--- src/rtl/code_table_ctrl.sv ---
// code_table_ctrl
// Port-A controller for the 4096-entry LZW code value RAM. Sweeps the table
// after init_start (literals 0..255 hold their own code, the rest EMPTY_VAL),
// then serves single-cycle inserts and two-cycle lookups from the compressor
// FSM while owning the next-code allocator.
module code_table_ctrl #(
  parameter int          TBL_DEPTH  = 4096,
  parameter logic [12:0] FIRST_CODE = 13'd258,
  parameter logic [12:0] EMPTY_VAL  = 13'h1FFF
) (
  input  logic        clk,
  input  logic        rst,
  input  logic        init_start,
  output logic        init_busy,
  output logic        init_done,
  input  logic        req_valid,
  output logic        req_ready,
  input  logic        req_op,
  input  logic [12:0] req_addr,
  output logic        rsp_valid,
  output logic        rsp_hit,
  output logic [12:0] rsp_data,
  output logic [12:0] next_code,
  output logic        table_full,
  output logic        ram_en,
  output logic        ram_wr,
  output logic [12:0] ram_addr,
  output logic [12:0] ram_wdata,
  input  logic [12:0] ram_rdata
);

  localparam logic [12:0] LAST_IDX  = 13'(TBL_DEPTH - 1);
  localparam logic [12:0] LITERALS  = 13'd256;
  localparam logic [12:0] FULL_CODE = 13'h1000;

  typedef enum logic [1:0] {IDLE, INIT, READY, RD_WAIT} state_t;

  state_t      state_reg, state_next;
  logic [12:0] cnt_reg, cnt_next;
  logic [12:0] next_code_reg, next_code_next;
  logic [12:0] hold_addr_reg, hold_addr_next;
  logic        rsp_valid_reg, rsp_valid_next;
  logic        rsp_hit_reg, rsp_hit_next;
  logic [12:0] rsp_data_reg, rsp_data_next;
  logic        init_done_reg, init_done_next;
  logic        full;

  assign full       = (next_code_reg == FULL_CODE);
  assign table_full = full;
  assign next_code  = next_code_reg;
  assign init_busy  = (state_reg == INIT);
  assign init_done  = init_done_reg;
  assign rsp_valid  = rsp_valid_reg;
  assign rsp_hit    = rsp_hit_reg;
  assign rsp_data   = rsp_data_reg;

  // State, sweep counter, allocator and response registers
  always_ff @(posedge clk) begin
    if (rst) begin
      state_reg     <= IDLE;
      cnt_reg       <= '0;
      next_code_reg <= FIRST_CODE;
      hold_addr_reg <= '0;
      rsp_valid_reg <= 1'b0;
      rsp_hit_reg   <= 1'b0;
      rsp_data_reg  <= '0;
      init_done_reg <= 1'b0;
    end else begin
      state_reg     <= state_next;
      cnt_reg       <= cnt_next;
      next_code_reg <= next_code_next;
      hold_addr_reg <= hold_addr_next;
      rsp_valid_reg <= rsp_valid_next;
      rsp_hit_reg   <= rsp_hit_next;
      rsp_data_reg  <= rsp_data_next;
      init_done_reg <= init_done_next;
    end
  end

  // Next-state, RAM port drive and response capture
  always_comb begin
    state_next     = state_reg;
    cnt_next       = cnt_reg;
    next_code_next = next_code_reg;
    hold_addr_next = hold_addr_reg;
    rsp_valid_next = 1'b0;
    rsp_hit_next   = 1'b0;
    rsp_data_next  = '0;
    init_done_next = 1'b0;
    req_ready      = 1'b0;
    ram_en         = 1'b0;
    ram_wr         = 1'b0;
    ram_addr       = '0;
    ram_wdata      = '0;

    case (state_reg)
      IDLE: begin
        if (init_start) begin
          state_next = INIT;
          cnt_next   = '0;
        end
      end

      INIT: begin
        ram_en    = 1'b1;
        ram_wr    = 1'b1;
        ram_addr  = cnt_reg;
        ram_wdata = (cnt_reg < LITERALS) ? cnt_reg : EMPTY_VAL;
        if (cnt_reg == LAST_IDX) begin
          init_done_next = 1'b1;
          next_code_next = FIRST_CODE;
          cnt_next       = '0;
          state_next     = READY;
        end else begin
          cnt_next = cnt_reg + 13'd1;
        end
      end

      READY: begin
        // A simultaneous init_start wins and the request stays pending
        req_ready = ~init_start;
        if (init_start) begin
          state_next = INIT;
          cnt_next   = '0;
        end else if (req_valid) begin
          if (!req_op) begin
            ram_en         = 1'b1;
            ram_addr       = req_addr;
            hold_addr_next = req_addr;
            state_next     = RD_WAIT;
          end else if (!full) begin
            ram_en         = 1'b1;
            ram_wr         = 1'b1;
            ram_addr       = req_addr;
            ram_wdata      = next_code_reg;
            rsp_valid_next = 1'b1;
            rsp_hit_next   = 1'b1;
            rsp_data_next  = next_code_reg;
            next_code_next = next_code_reg + 13'd1;
          end else begin
            rsp_valid_next = 1'b1;
            rsp_hit_next   = 1'b0;
            rsp_data_next  = EMPTY_VAL;
          end
        end
      end

      RD_WAIT: begin
        // The RAM output bank mux still looks at addra[1:0] this cycle
        ram_addr       = hold_addr_reg;
        rsp_valid_next = 1'b1;
        rsp_data_next  = ram_rdata;
        rsp_hit_next   = (ram_rdata != EMPTY_VAL);
        state_next     = READY;
      end

      default: state_next = IDLE;
    endcase
  end

endmodule

--- config.mk ---
export PLATFORM = sky130hd
export DESIGN_NAME = code_table_ctrl
export DESIGN_NICKNAME = d
export VERILOG_FILES = /design/src/rtl/code_table_ctrl.sv
export SDC_FILE = /design/constraint.sdc
export NUM_CORES = 1
export LEC_CHECK = 0
export ABC_CLOCK_PERIOD_IN_PS = 6600
export BUFFER_PORTS_ARGS = -buffer_cell sky130_fd_sc_hd__buf_2
export CORE_MARGIN = 2
export CORE_UTILIZATION = 45
export DETAILED_ROUTE_END_ITERATION = 10
export GPL_TIMING_DRIVEN = 0
export PLACE_DENSITY_LB_ADDON = 0.3
export REMOVE_ABC_BUFFERS = 1
export SYNTH_ARGS = -nofsm -noshare
export SYNTH_HDL_FRONTEND = slang
export SYNTH_SLANG_ARGS = --single-unit
--- constraint.sdc ---
create_clock -name clk -period 6.6 [get_ports clk]
set_clock_uncertainty 0.1 [all_clocks]
set_input_delay 0.33 -clock clk [delete_from_list [all_inputs] [get_ports clk]]
set_output_delay 0.33 -clock clk [all_outputs]
set_load 0.05 [all_outputs]
==> run_results.csv, run 1 <==
group,metric,value,unit
routing,viasPerCell,6.046,
pwr,p_switching,322.5,µW
critical_path,crit_path_max_fanout,14,
sta,finalHoldViolCount,0,
layout,fill_cells,654,
sta,rsz0062_at_grt,"no",
yosys,synthAdderAreaFrac,3.215,%
sta,period_minus_slack,3788,ps
floorplanning,core-area,6756,µm²
sta,tightest_slew,1250,ps
layout,syn2layout_area_growth,18.49,%
global_route,grt_overflow,0,
global_route,grt_pass1_wl,14510,µm
run,max_cap_viol_count,0,
floorplanning,start_util,46.07,%
clock_network,postCtsSetupBuffers,0,
clock_network,cts_resized,0,
clock_network,cts_hold_buf,0,
layout,regArea,1141,µm²
clock_network,clockRootBuffer,"clkbuf_8",
yosys,synth_area_leaders,"dfxtp_1, a21oi_1, nand2_1",
pwr,clockPowerShare,31.9,%
routing,antenna_left,0,
yosys,synth_cell_type_count,53,
global_route,grt_pass1_vias,2937,
yosys,synth_top_family_by_area,"compound AO/OA/AOI/OAI gates",
hold_path,hold_start,"req_addr[8]",
layout,layout_commonest_cell,"buf_2",
yosys,yosysWarnings,0,
floorplanning,top_level_ports,91,
layout,utilization,54.59,%
sta,slew_headroom,16.66,%
pwr,power.internal,554.1,µW
yosys,yosys_most_used_dff,"dfxtp_1",
yosys,synth_compound_area_share,28.42,%
yosys,synth-edff-count,0,
clock_network,worstSkewPairLatency,340,ps
yosys,syn_area_per_cell,7.537,µm²
pwr,netSwitchingFraction,36.79,%
routing,wl_per_cell,16.14,µm
critical_path,cp-end-kind,"output pin",
clock_network,clkSlewWorstSetupHoldPaths,70,ps
yosys,synth_top_area_share,36.66,%
layout,finalNetCount,519,
yosys,async_reset_ff_share,0,%
placed_design,gp_congestion,0.8456,
critical_path,reg2reg_depth,6,
status,status,"finished, final reports clean",
sta,report.final.slew_viol_count,0,
placed_design,place_ws,3050,ps
sta,fin_tns_setup,0,ps
yosys,syn_area,3113,µm²
critical_path,ff2ff_setup_slack,2990,ps
placed_design,placed_cells,549,
routing,num_vias,3410,
critical_path,worstReg2RegStart,"state_reg[1]",
layout,multi_input_area,1793,µm²
floorplanning,dieArea,7599,µm²
yosys,synthSimpleGateAreaFrac,25.40,%
floorplanning,die_x,87.17,µm
layout,layout-drive-gt1-share,23.55,%
routing,drt-total-wl,9103,µm
critical_path,criticalPathCategory,"reg2out",
hold_path,holdPathStages,3,
placed_design,io_buffer_count,90,
sta,setup_viol,0,
pwr,p_per_area,237.7,nW/µm²
floorplanning,rows,30,
layout,fin_cells,564,
critical_path,worstReg2RegEnd,"cnt_reg[11]",
global_route,antenna_found_initial,0,
yosys,synth-xor-area-share,0.5627,%
critical_path,critPathArrivalTime,3360,ps
sta,worst_slack,2812,ps
clock_network,ctsLongestPathBuffers,2,
layout,design_area,3689,µm²
clock_network,numCtsBuffers,9,
yosys,postSynthCellCount,413,
yosys,yosys_register_bits,57,
yosys,synth.mux.area_fraction,0,%
sta,max_freq,264.0,MHz
floorplanning,die_h,87.17,µm
critical_path,cp.required,6170,ps
pwr,vdd_ir_drop_max,0.0001237,V
placed_design,place_area,3526,µm²
pwr,p_leak,1.394,nW
critical_path,setup.worst_path.start_class,"flop",
layout,n_antenna_cell,0,
yosys,yosysSeqAreaShare,36.66,%
routing,drt_iter0_drc,418,
global_route,grt_use_total,24.22,%
routing,route.detailed.drc,0,
clock_network,htreeDepth,3,
hold_path,holdPathEnd,"hold_addr_reg[8]",
clock_network,cts_tree,"done",
placed_design,dpl.hpwl,6201,µm
pwr,p_total,876.7,µW
layout,mostFrequentLayoutCells,"buf_2, nand2_1, dfxtp_1",
yosys,synth.largest_area_cell,"dfxtp_1",
clock_network,cts_sinks,57,
hold_path,min_path_type,"in2reg",
pwr,power_frac_comb,27.2,%
sta,whs,130.8,ps
pwr,seqPwrFrac,40.9,%
global_route,grt_max_degree,43,
sta,final.period_utilization,57.39,%
routing,first_pass_iters,6,
[metal layers]
layer  global-route usage [%]  routed length, µm
met1                    33.00               4228
met2                    38.03               4113
met3                    6.066                652
met4                    6.993                108
met5                        0                  0
[critical path, stage by stage, from the launching register on]
cell      delay, ps
dfxtp_1         330
inv_1           130
ha_1            480
nor2b_1         360
nand2_1         110
a21oi_1         930
a222oi_1        220
nor2_1          180
buf_2           280
[final cells by class]
class / count / area share [%]
multi-input cells: 311 / 48.61
flip-flops and latches: 57 / 30.94
repair buffers: 90 / 12.21
clock buffers: 12 / 3.935
well taps: 80 / 2.714
inverters: 11 / 1.119
clock inverters: 3 / 0.4749
[logic make-up (layout without fill, tap and decap cells)]
family,Yosys count,after routing
simple gates,168,168
compound gates,133,133
flops,57,57
buf+inv,45,116
fa+ha+maj,8,8
xor+xnor,2,2
[power by group through the flow]
stage / clock network (mW) / registers [mW] / logic [mW]
CTS: 0.282 / 0.359 / 0.235
global route: 0.301 / 0.359 / 0.262
detailed placement: 0 / 0.366 / 0.234
global placement: 0 / 0.366 / 0.231
floorplan: 0 / 0.365 / 0.163
finish: 0.280 / 0.359 / 0.238
[synthesized netlist by cell type, types with 3 or more instances]
cell,number
a222oi_1,13
o22ai_1,4
dfxtp_1,57
inv_1,11
nand4_1,3
nand3_1,11
nor3_1,8
ha_1,8
o21ai_0,22
nand2_1,69
nand2b_1,6
a31oi_1,10
a22oi_1,7
clkbuf_1,31
nor2_1,40
a21oi_1,52
nor4_1,9
nor2b_1,5
[worst max path at each step]
| stage | start | endpoint |
|---|---|---|
| global route | state_reg[0] | ram_addr[1] |
| CTS | state_reg[1] | ram_wdata[0] |
| floorplan | state_reg[0] | ram_addr[0] |
| finish | state_reg[0] | ram_addr[1] |
| global placement | state_reg[1] | cnt_reg[5] |
| detailed placement | state_reg[1] | cnt_reg[5] |
Note: power is estimated with default switching activity, not from simulation.
==> run 2, diff against run 1 <==
- ABC_AREA: unset -> 1
- ABC_CLOCK_PERIOD_IN_PS: 6600 -> 3250
- clock period: 6.6 -> 3.25 ns (I/O delays scaled with it)
==> run_results.csv, run 2 <==
group,metric,value,unit
global_route,grt_use_total,25.36,%
layout,layout-drive-gt1-share,23.16,%
placed_design,io_buffer_count,90,
floorplanning,rows,31,
critical_path,critPathArrivalTime,2690,ps
pwr,p_total,2.606,mW
routing,first_pass_iters,5,
run,max_cap_viol_count,0,
sta,finalHoldViolCount,0,
critical_path,cp-end-kind,"output pin",
yosys,synth_cell_type_count,37,
yosys,synth_top_area_share,33.10,%
yosys,yosysWarnings,0,
clock_network,postCtsSetupBuffers,0,
critical_path,criticalPathCategory,"reg2out",
pwr,p_per_area,612.9,nW/µm²
clock_network,cts_sinks,57,
yosys,syn_area,3447,µm²
yosys,syn_area_per_cell,6.516,µm²
sta,final.period_utilization,90.73,%
pwr,power_frac_comb,41.0,%
sta,rsz0062_at_grt,"no",
routing,route.detailed.drc,0,
yosys,synth_most_common_cell,"nand2_1",
critical_path,worstReg2RegStart,"state_reg[1]",
pwr,vdd_ir_drop_max,0.0004968,V
pwr,p_switching,1.181,mW
floorplanning,die_x,91.52,µm
status,status,"finished, final reports clean",
routing,drt-total-wl,10310,µm
critical_path,setup.worst_path.start_class,"flop",
hold_path,hold_start,"req_addr[1]",
yosys,synth.largest_area_cell,"dfxtp_1",
hold_path,holdPathEnd,"hold_addr_reg[1]",
placed_design,placed_cells,694,
critical_path,crit_slowest_cell,"nand2_2",
global_route,grt_pass1_vias,3562,
routing,antenna_left,0,
pwr,clockPowerShare,27.2,%
global_route,antenna_found_initial,0,
routing,viasPerCell,5.313,
routing,wl_per_cell,14.22,µm
layout,syn2layout_area_growth,23.38,%
pwr,p_leak,1.796,nW
critical_path,ff2ff_setup_slack,880,ps
sta,fin_tns_setup,0,ps
critical_path,crit_top_cell,"nand2_1",
floorplanning,top_level_ports,91,
yosys,yosys-top-cells-count,"nand2_1, nor2_1, dfxtp_1",
layout,design_area,4253,µm²
critical_path,crit_path_max_fanout,15,
routing,num_vias,3852,
sta,setup_viol,0,
global_route,grt_pass1_wl,17080,µm
layout,mostFrequentLayoutCells,"nand2_1, buf_2, nor2_1",
clock_network,worstSkewPairLatency,340,ps
yosys,synth_area_leaders,"dfxtp_1, nand2_1, nor2_1",
yosys,postSynthCellCount,529,
global_route,grt_max_degree,39,
layout,fin_cells,725,
clock_network,htreeDepth,3,
yosys,synth-edff-count,0,
sta,report.final.slew_viol_count,0,
yosys,async_reset_ff_share,0,%
critical_path,max_stage_delay,390,ps
placed_design,gp_congestion,0.8922,
floorplanning,dieArea,8376,µm²
sta,tightest_slew,1020,ps
layout,n_antenna_cell,0,
layout,finalNetCount,660,
clock_network,numCtsBuffers,9,
yosys,yosysSeqAreaShare,33.10,%
hold_path,holdPathStages,3,
layout,layout_commonest_cell,"nand2_1",
yosys,yosys_most_used_dff,"dfxtp_1",
critical_path,worstPathCellList,"inv_1, ha_1, inv_2, nor2_4, nand2_1, nand2_2, nand2_1, a31oi_1, buf_2",
yosys,yosys_register_bits,57,
critical_path,crit_family,"simple AND/OR/NAND/NOR gates",
critical_path,cp.required,2990,ps
placed_design,dpl.hpwl,7360,µm
global_route,grt_overflow,0,
critical_path,path_buf_inv,3,
floorplanning,die_h,91.52,µm
placed_design,place_area,3892,µm²
routing,drt_iter0_drc,293,
hold_path,min_path_type,"in2reg",
clock_network,clkSlewWorstSetupHoldPaths,70,ps
sta,worst_slack,301.4,ps
critical_path,reg2reg_depth,7,
sta,max_freq,339.1,MHz
clock_network,ctsLongestPathBuffers,2,
pwr,netSwitchingFraction,45.31,%
sta,slew_headroom,32.03,%
floorplanning,start_util,47.02,%
pwr,power.internal,1.426,mW
floorplanning,core-area,7331,µm²
critical_path,worstReg2RegEnd,"cnt_reg[8]",
placed_design,place_ws,531.3,ps
clock_network,clockRootBuffer,"clkbuf_8",
pwr,seqPwrFrac,31.8,%
clock_network,cts_tree,"done",
sta,period_minus_slack,2949,ps
run 2: cell count changes after synthesis, moves of 9 or more:
cell,change
a222oi_1,-13
nor2_1,+20
nand3_1,+22
nor4_1,-9
nand2_1,+92
a31oi_1,+14
inv_2,+11
inv_1,+24
clkbuf_1,-18
a21oi_1,-19
run 2: repair_timing:
action,4_1_cts,5_1_grt
hold endpoints to repair,15,0
setup endpoints to repair,0,14
hold buffers,15,0
resized for setup,0,1
run 2: worst max-delay path by stage:
stage | from | endpoint | slack, ps | cells after the start
finish | state_reg[0] | ram_addr[7] | 300 | 9
global route | state_reg[0] | ram_addr[7] | 60 | 9
CTS | state_reg[0] | ram_addr[2] | 140 | 9
detailed placement | state_reg[0] | ram_addr[2] | 530 | 9
global placement | state_reg[0] | ram_en | 540 | 9
floorplan | state_reg[1] | ram_wdata[0] | 370 | 4
run 2: power by group through the flow:
stage               logic, mW  registers (mW)  clock network (mW)
floorplan               0.665           0.919                   0
global placement         1.03           0.836                   0
detailed placement       1.04           0.840                   0
CTS                      1.06           0.824               0.712
global route             1.16           0.833               0.748
finish                   1.07           0.828               0.709
run 2: cell families (layout without fill, tap and decap cells):
| group | after synthesis | count (layout) | synth area share (%) |
|---|---|---|---|
| flops | 57 | 57 | 33.10 |
| buf+inv | 71 | 168 | 8.857 |
| xor+xnor | 2 | 2 | 0.5083 |
| compound gates | 102 | 102 | 17.24 |
| fa+ha+maj | 8 | 8 | 2.904 |
| simple gates | 289 | 289 | 37.39 |
run 2: worst register-to-register path, cell delays in order, from the launching register on:
cell and delay, ps:
dfxtp_1 340, inv_1 130, ha_1 670, inv_1 220, o21ai_0 290, inv_1 270
nand2_1 120, a21oi_1 70
run 2: routing by layer:
metal	vias to the layer above	routed length (µm)	GRT usage [%]	part of all wire, %
met4	0	174	8.586	1.7
met3	18	679	6.224	6.6
met1	1777	4652	33.91	45
met5	-	0	0	0
met2	147	4800	39.83	47
li1	1910	-	-	-
run 2: cell type report:
class                           instances  area (µm²)
Fill cell                             705        3078
Multi-Input combinational cell        401        2003
Sequential cell                        57        1141
Timing Repair Buffer                  105       600.6
Inverter                               47       176.4
Clock buffer                           14       172.7
Tap cell                               99       123.9
Clock inverter                          2       35.03
run 2: through the flow:
step / hold WS (ps) / util [%]
after floorplan: 124.9 / -
after global placement: 327.4 / 53.10
after detailed placement: 337.2 / 53.10
after CTS: 3.402 / 57.98
after global routing: 5.234 / 58.01
final: 6.680 / 58.01
==> run 3, diff against run 2 <==
- CORE_UTILIZATION: 45 -> 30
- HOLD_SLACK_MARGIN: unset -> 0.08
- SKIP_LAST_GASP: unset -> 1
==> run_results.csv, run 3 (synthesis results as in run 2) <==
group,metric,value,unit
run,max_cap_viol_count,0,
critical_path,crit_path_max_fanout,15,
critical_path,criticalPathCategory,"reg2out",
layout,syn2layout_area_growth,30.31,%
clock_network,worstSkewPairLatency,330,ps
sta,report.final.slew_viol_count,0,
sta,tightest_slew,1116,ps
hold_path,holdPathEnd,"cnt_reg[12]",
sta,slew_headroom,25.59,%
clock_network,clockRootBuffer,"clkbuf_16",
routing,route.detailed.drc,0,
floorplanning,dieArea,12360,µm²
critical_path,cp.required,2990,ps
global_route,grt_use_total,18.21,%
critical_path,setup.worst_path.start_class,"flop",
routing,drt_iter0_drc,238,
status,status,"finished, final reports clean",
clock_network,ctsLongestPathBuffers,2,
floorplanning,top_level_ports,91,
layout,finalNetCount,671,
clock_network,numCtsBuffers,9,
layout,n_antenna_cell,0,
clock_network,htreeDepth,3,
routing,antenna_left,0,
routing,num_vias,3864,
routing,wl_per_cell,14.52,µm
sta,fin_tns_setup,0,ps
sta,period_minus_slack,3064,ps
routing,drt-total-wl,11310,µm
critical_path,reg2reg_depth,7,
layout,layout_commonest_cell,"nand2_1",
sta,final.period_utilization,94.29,%
clock_network,cts_sinks,57,
floorplanning,start_util,30.45,%
critical_path,cp-end-kind,"output pin",
global_route,antenna_found_initial,0,
sta,rsz0062_at_grt,"no",
critical_path,startpoint,"state_reg[0]",
global_route,grt_max_degree,39,
sta,setup_viol,0,
global_route,grt_pass1_vias,3718,
floorplanning,core-area,11320,µm²
hold_path,hold_start,"init_start",
clock_network,clkSlewWorstSetupHoldPaths,50,ps
global_route,grt_pass1_wl,18220,µm
placed_design,gp_congestion,0.8253,
pwr,p_leak,1.879,nW
placed_design,dpl.hpwl,7948,µm
hold_path,min_path_type,"in2reg",
routing,viasPerCell,4.960,
placed_design,place_area,3948,µm²
floorplanning,die_x,111.2,µm
critical_path,ff2ff_setup_slack,820,ps
sta,finalHoldViolCount,0,
pwr,p_per_area,624.9,nW/µm²
routing,first_pass_iters,5,
pwr,vdd_ir_drop_max,0.0003824,V
critical_path,worstReg2RegEnd,"cnt_reg[8]",
hold_path,holdPathStages,4,
global_route,grt_overflow,0,
placed_design,io_buffer_count,90,
floorplanning,die_h,111.2,µm
layout,layout-drive-gt1-share,22.96,%
critical_path,worstReg2RegStart,"state_reg[1]",
sta,max_freq,326.3,MHz
critical_path,critPathArrivalTime,2800,ps
layout,fill_cells,1196,
clock_network,cts_tree,"done",
layout,mostFrequentLayoutCells,"nand2_1, buf_2, nor2_1",
floorplanning,rows,39,
layout,design_area,4492,µm²
run 3: what timing repair did:
item                                    CTS  global route
setup buffers                             0             0
endpoints found under the setup margin    1             0
hold buffers                             26             0
gates resized for setup                   1             0
hold endpoints to repair                 27             0
run 3: critical path, stage by stage (launching register included):
cell	delay (ps)
dfxtp_1	330
inv_1	130
ha_1	290
inv_2	180
nor2_4	140
nand2_1	380
nand2_2	460
nand2_1	90
a31oi_1	180
buf_2	300
run 3: worst max path at each step:
stage | to | depth (start not counted)
2_1_floorplan | ram_wdata[0] | 4
3_3_place_gp | ram_addr[1] | 9
3_5_place_dp | ram_en | 9
4_1_cts | ram_en | 9
5_1_grt | ram_en | 9
6_report | ram_addr[1] | 9
run 3: cell type report:
type	instances	area (µm²)	share of cell area [%]
multi-input cells	401	2003	44.60
clock buffers	12	266.5	5.933
inverters	47	176.4	3.928
clock inverters	3	15.01	0.3343
flip-flops and latches	57	1141	25.40
well taps	143	178.9	3.983
repair buffers	116	710.7	15.82
run 3: routing by layer:
| layer | vias to the layer above | routed length (µm) | track usage (%) |
|---|---|---|---|
| li1 | 1938 | - | - |
| met1 | 1794 | 4940 | 21.93 |
| met2 | 118 | 5535 | 31.71 |
| met3 | 14 | 678 | 5.139 |
| met4 | 0 | 158 | 5.021 |
| met5 | - | 0 | 0 |
run 3: power by group:
group	internal [mW]	leakage [nW]	switching [mW]
registers	0.757	0.460	0.0743
clock network	0.569	0.144	0.321
logic	0.262	1.27	0.825
run 3: stage by stage:
step	worst slack, ps	util [%]	power, mW	instances	hold slack, ps
finish	185.7	39.68	2.807	779	119.1
global route	43.68	39.68	2.960	779	128.4
CTS	185.5	39.68	2.822	779	104.6
detailed placement	332.3	34.87	1.906	738	335.6
global placement	546.9	34.87	1.893	738	330.4
floorplan	370.4	-	1.584	505	124.9
